$ cat config.mk
export PLATFORM = sky130hd
export DESIGN_NAME = pulse_event_fifo_flat
export DESIGN_NICKNAME = d
export VERILOG_FILES = /design/src/rtl/pulse_event_fifo_pkg.sv /design/src/rtl/pulse_event_fifo_if.sv /design/src/rtl/pulse_event_fifo_core.sv /design/src/rtl/pulse_event_fifo.sv /design/src/flat_wrapper.sv
export SDC_FILE = /design/constraint.sdc
export NUM_CORES = 1
export LEC_CHECK = 0
export ABC_AREA = 1
export CAP_MARGIN = 20
export CORE_ASPECT_RATIO = 1.1
export CORE_MARGIN = 4
export CORE_UTILIZATION = 35
export CTS_CLUSTER_DIAMETER = 50
export CTS_CLUSTER_SIZE = 25
export DETAILED_ROUTE_END_ITERATION = 16
export GPL_ROUTABILITY_DRIVEN = 0
export PLACE_DENSITY = 0.54
export SLEW_MARGIN = 20
export SYNTH_ARGS = -nofsm -noshare
export SYNTH_HDL_FRONTEND = slang
export SYNTH_SLANG_ARGS = --single-unit
$ cat constraint.sdc
create_clock -name clk -period 1.75 [get_ports clk]
set_input_delay 0.2625 -clock clk [delete_from_list [all_inputs] [get_ports clk]]
set_output_delay 0.2625 -clock clk [all_outputs]
set_load 0.03 [all_outputs]
$ cat src/rtl/pulse_event_fifo_pkg.sv
// Shared constants and width helpers for the pulse event FIFO.
package pulse_event_fifo_pkg;

    localparam logic [7:0] DROP_SAT = 8'hFF;

    function automatic int clog2(input int v);
        int r;
        r = 0;
        for (int i = 0; i < 31; i++)
            if ((1 << i) < v) r = i + 1;
        return r;
    endfunction

    // Pointer carries one extra MSB so full and empty are distinguishable.
    function automatic int ptr_w(input int depth);
        return clog2(depth) + 1;
    endfunction

    function automatic int entry_w(input int width, input int ts_width);
        return width + ts_width;
    endfunction

endpackage

$ cat src/rtl/pulse_event_fifo_if.sv
// Event handshake toward the downstream consumer (register block or logger).
interface pulse_event_fifo_if #(
    parameter int Width   = 1,
    parameter int TsWidth = 16
) ();
    logic               Evt_Valid;
    logic               Evt_Ready;
    logic [Width-1:0]   Evt_Data;
    logic [TsWidth-1:0] Evt_Ts;

    modport master (output Evt_Valid, Evt_Data, Evt_Ts, input Evt_Ready);
    modport slave  (input Evt_Valid, Evt_Data, Evt_Ts, output Evt_Ready);
endinterface

$ cat src/rtl/pulse_event_fifo_core.sv
// Plain synchronous FIFO: storage, pointers and occupancy; the caller decides what to drop.
module sync_fifo_core
    import pulse_event_fifo_pkg::*;
#(
    parameter int EntryW = 17,
    parameter int Depth  = 8,
    localparam int PtrW  = ptr_w(Depth),
    localparam int AddrW = PtrW - 1
) (
    input  logic              clk,
    input  logic              rst_n,
    input  logic              push,
    input  logic              pop,
    input  logic [EntryW-1:0] wdata,
    output logic [EntryW-1:0] rdata,
    output logic [PtrW-1:0]   count,
    output logic              full,
    output logic              empty
);

    logic [Depth-1:0][EntryW-1:0] mem;
    logic [PtrW-1:0]              wr_ptr, rd_ptr;
    logic                         rd_en;

    assign rd_en = pop && !empty;
    assign full  = (count == PtrW'(Depth));
    assign empty = (count == '0);
    assign rdata = mem[rd_ptr[AddrW-1:0]];

    always_ff @(posedge clk or negedge rst_n) begin
        if (!rst_n) begin
            mem    <= '0;
            wr_ptr <= '0;
            rd_ptr <= '0;
            count  <= '0;
        end else begin
            if (push) begin
                mem[wr_ptr[AddrW-1:0]] <= wdata;
                wr_ptr                 <= wr_ptr + PtrW'(1);
            end
            if (rd_en) rd_ptr <= rd_ptr + PtrW'(1);
            case ({push, rd_en})
                2'b10:   count <= count + PtrW'(1);
                2'b01:   count <= count - PtrW'(1);
                default: count <= count;
            endcase
        end
    end

endmodule

$ cat src/rtl/pulse_event_fifo.sv
// Timestamps each non-zero pulse vector and queues it; drops on full without stalling the producer.
module pulse_event_fifo
    import pulse_event_fifo_pkg::*;
#(
    parameter int Width   = 1,
    parameter int Depth   = 8,
    parameter int TsWidth = 16,
    localparam int PtrW   = ptr_w(Depth),
    localparam int EntryW = entry_w(Width, TsWidth)
) (
    input  logic               clk,
    input  logic               rst_n,
    input  logic [Width-1:0]   Pulse_In,
    input  logic               Ts_Clear,
    pulse_event_fifo_if.master evt,
    output logic [PtrW-1:0]    Count,
    output logic               Overflow,
    input  logic               Overflow_Clr,
    output logic [7:0]         Drop_Cnt
);

    logic [TsWidth-1:0] ts;
    logic [EntryW-1:0]  rdata;
    logic               req, pop, push, drop, full, empty;

    assign req  = |Pulse_In;
    assign pop  = evt.Evt_Valid && evt.Evt_Ready;
    // A pop in the same cycle frees the slot, so a full FIFO still accepts.
    assign push = req && (!full || pop);
    assign drop = req && full && !pop;

    assign evt.Evt_Valid              = !empty;
    assign {evt.Evt_Data, evt.Evt_Ts} = rdata;

    sync_fifo_core #(.EntryW(EntryW), .Depth(Depth)) u_core (
        .clk   (clk),
        .rst_n (rst_n),
        .push  (push),
        .pop   (pop),
        .wdata ({Pulse_In, ts}),
        .rdata (rdata),
        .count (Count),
        .full  (full),
        .empty (empty)
    );

    always_ff @(posedge clk or negedge rst_n) begin
        if (!rst_n) ts <= '0;
        else if (Ts_Clear) ts <= '0;
        else ts <= ts + TsWidth'(1);
    end

    // A drop coinciding with a clear restarts the record at one drop.
    always_ff @(posedge clk or negedge rst_n) begin
        if (!rst_n) begin
            Overflow <= 1'b0;
            Drop_Cnt <= '0;
        end else if (drop) begin
            Overflow <= 1'b1;
            if (Overflow_Clr)            Drop_Cnt <= 8'd1;
            else if (Drop_Cnt != DROP_SAT) Drop_Cnt <= Drop_Cnt + 8'd1;
        end else if (Overflow_Clr) begin
            Overflow <= 1'b0;
            Drop_Cnt <= '0;
        end
    end

endmodule

$ cat src/flat_wrapper.sv
// flat-port wrapper written by rule: the top's interface ports become plain ports
module pulse_event_fifo_flat import pulse_event_fifo_pkg::*;
#(
    parameter int Width   = 1,
    parameter int Depth   = 8,
    parameter int TsWidth = 16,
    localparam int PtrW   = ptr_w(Depth),
    localparam int EntryW = entry_w(Width, TsWidth)
)
  (clk, rst_n, Pulse_In, Ts_Clear, Count, Overflow, Overflow_Clr, Drop_Cnt, evt_Evt_Valid, evt_Evt_Data, evt_Evt_Ts, evt_Evt_Ready);
  pulse_event_fifo_if #(.Width(Width), .TsWidth(TsWidth)) evt_i ();
  input  logic clk;
  input  logic rst_n;
  input  logic [Width-1:0] Pulse_In;
  input  logic Ts_Clear;
  output logic [PtrW-1:0] Count;
  output logic Overflow;
  input  logic Overflow_Clr;
  output logic [7:0] Drop_Cnt;
  output wire logic [$bits(evt_i.Evt_Valid)-1:0] evt_Evt_Valid;
  output wire logic [$bits(evt_i.Evt_Data)-1:0] evt_Evt_Data;
  output wire logic [$bits(evt_i.Evt_Ts)-1:0] evt_Evt_Ts;
  input wire logic [$bits(evt_i.Evt_Ready)-1:0] evt_Evt_Ready;
  assign evt_Evt_Valid = evt_i.Evt_Valid;
  assign evt_Evt_Data = evt_i.Evt_Data;
  assign evt_Evt_Ts = evt_i.Evt_Ts;
  assign evt_i.Evt_Ready = evt_Evt_Ready;
  pulse_event_fifo #(.Width(Width), .Depth(Depth), .TsWidth(TsWidth)) u_core (.clk(clk), .rst_n(rst_n), .Pulse_In(Pulse_In), .Ts_Clear(Ts_Clear), .evt(evt_i), .Count(Count), .Overflow(Overflow), .Overflow_Clr(Overflow_Clr), .Drop_Cnt(Drop_Cnt));
endmodule
==> run_results.csv <==
group,metric,value,unit
status,status,"finished, violations left",
status,violations,"setup timing",
power,ir_drop,0.733,mV
sta,tightestPinTransition,0.496,ns
job,drv_cap,0,
placement,io_buffers,36,
die,dieWidth,153,microns
global_route,grt_pass1_wl,35000,microns
global_route,antenna_found_initial,0,
clock_network,cts-root-buf,"clkbuf_16",
critical_path,path_class,"flop to output port",
sta,setup_viol,17,
synth,synthesis.area,8120,sq um
die,ioPinCount,37,
die,row_count,58,
sta,fmax,485,MHz
clock_network,cts_made_buffers,17,
sta,skew,0.0105,ns
critical_path,r2r_end,"u_core.u_core.count[2]",
power,power_density,1690,nW/um^2
critical_path,worstSetupEndpointType,"output port",
global_route,grt.total_usage,0.170,
clock_network,ctsLongestPathBuffers,2,
global_route,grt_pass1_vias,6491,
clock_network,htreeDepth,4,
worst_hold_path,hold_path_class,"primary input to async pin",
synth,yosys-top-cells-area,"dfrtp_1 53%, nand2_1 12%, o21ai_0 6.2%, o21ai_1 5.5%, nor2_1 4.8%",
critical_path,regToRegSetupSlack,0.01,ns
clock_network,insertion_delay,0.43,ns
sta,slew_headroom,0.669,
route,antenna_left,0,
sta,slew_violations,0,
cells_and_area,seq_area,4290,sq um
route,first_pass_iters,7,
sta,final.period_utilization,1.18,
synth,synthDistinctLibCells,32,
cells_and_area,fin_nets,1023,
synth,synth_warnings,0,
sta,fin_hold_ws,0.319,ns
sta,min_period,2.06,ns
cells_and_area,post-route-util,0.454,
die,die_area,25700,sq um
route,drcViolationCount,0,
power,power_leakage,0.00460,uW
critical_path,rr_worst_depth,11,
route,finalWirelength,23600,microns
die,fp.coreArea,22900,sq um
cells_and_area,final_cell_mix,"235 x nand2_1, 166 x dfrtp_1, 119 x o21ai_1, 81 x nor2_1, 57 x o21ai_0",
clock_network,clk_pin_slew,0.07,ns
critical_path,arrival,1.80,ns
die,start_util,0.355,
route,num_vias,6744,
critical_path,start_kind,"flop",
synth,ys_ff_latch,171,
synth,yosys.area.top_type,"dfrtp_1",
sta,rsz0062_at_grt,"true",
synth,syn_inst,946,
critical_path,critPathRequiredTime,1.49,ns
clock_network,cts_tree,"built",
cells_and_area,drive_gt1_frac,0.214,
synth,avgSynthCellArea,8.58,sq um
route,routedWlPerCell,17.8,microns
cells_and_area,multiInputGateArea,3700,sq um
global_route,grt_max_degree,48,
synth,yosysSeqAreaShare,0.527,
cells_and_area,area_delta_synth_final,27.9,%
synth,syn-num-nets,959,
power,finalPower,17600,uW
route,drt_iter0_markers,468,
die,die_y,168,microns
cells_and_area,mostFrequentLayoutCell,"nand2_1",
sta,layout_setup_ws,-0.313,ns
cells_and_area,num_antenna_cells,0,
critical_path,worstReg2RegStart,"u_core.u_core.count[1]",
synth,synth.top_cell.area_share,0.527,
critical_path,cp_max_fo,10,
global_route,grt_overflow,0,
sta,final_hold_viol_count,0,
clock_network,clkSinkCount,171,
route,via_per_inst,5.10,
cells_and_area,nFillCells,2212,
placement,place_hpwl,12600,microns
final cells by class:
type,instances,area share
multi-input cells,679,0.357
flip-flops and latches,171,0.413
repair buffers,91,0.112
clock inverters,11,0.0207
clock buffers,21,0.0434
well taps,300,0.0361
inverters,50,0.0188
Yosys cell counts (all sizes together):
library cell and n:
nor2 105, nand2 262, buf 30, nor3 5, dfrtp 171, inv 49
nor4 1, o21ai 212, xor2 5, a31oi 1, o22ai 32, clkbuf 23
nand4 4, o21a 1, ha 7, nand3 17, a21oi 14, o21bai 2
clkinv 1, xnor2 4
how the worst max path moves through the flow:
stage	startpoint	endpoint	depth (start not counted)	slack, ns
floorplan	u_core.u_core.count[0]	u_core.u_core.count[2]	12	-0.1
finish	u_core.u_core.rd_ptr[0]	evt_Evt_Ts[6]	8	-0.31
global route	u_core.u_core.rd_ptr[0]	evt_Evt_Ts[7]	8	-0.41
CTS	u_core.u_core.rd_ptr[0]	evt_Evt_Ts[3]	8	-0.33
global placement	evt_Evt_Ready	u_core.u_core.count[2]	12	-0.21
detailed placement	evt_Evt_Ready	u_core.u_core.count[2]	12	-0.23
cell families after synthesis:
kind of cell               Yosys count  share of synthesized area
buffers and inverters              103                     0.0706
AOI/OAI and AO/OA                  262                      0.178
adders and majority gates            7                     0.0108
and+or+nand+nor                    394                      0.204
DFF                                171                      0.527
xor gates and xnor gates             9                    0.00971
layer usage:
layer,vias to the layer above,global-route usage,routed length [microns]
met5,-,0,0
met3,31,0.0300,1100
met2,160,0.274,11200
met4,0,0.0546,491
met1,3278,0.234,10800
li1,3275,-,-
power by group:
group | switching, uW | internal, uW | total (uW)
registers | 334 | 4350 | 4680
clock network | 1580 | 2720 | 4300
logic | 5060 | 3560 | 8620
total | 6970 | 10600 | 17600
stage by stage:
stage	instance area, sq um	setup WS (ns)	TNS, ns	std cells
2_1_floorplan	8170	-0.0955	-0.121	946
3_3_place_gp	8930	-0.206	-10.04	1268
3_5_place_dp	8930	-0.232	-13.38	1268
4_1_cts	10000	-0.327	-4.93	1314
5_1_grt	10400	-0.412	-6.18	1323
6_report	10400	-0.313	-4.68	1323
registers in the layout, indices dropped and copies added, names as in the netlist:
name                  count
u_core.Overflow           1
u_core.u_core.mem       136
u_core.u_core.count       4
u_core.u_core.rd_ptr      3
u_core.Drop_Cnt           8
u_core.u_core.wr_ptr      3
u_core.ts                16
worst max-delay path, stage by stage, from the launching register on:
cell,delay (ns)
dfrtp_2,0.42
clkinv_4,0.14
buf_12,0.17
buf_16,0.14
o21ai_1,0.12
o22ai_1,0.08
nand2_1,0.07
nand2_2,0.08
buf_6,0.14
repair_timing:
item,4_1_cts,5_1_grt
endpoints found under the setup margin,31,51
setup buffers,6,2
gates cloned,7,8
pin swaps,19,33
hold endpoints to repair,38,0
hold buffers,1,0
resized for setup,86,84
(Power assumes the default switching activity.)
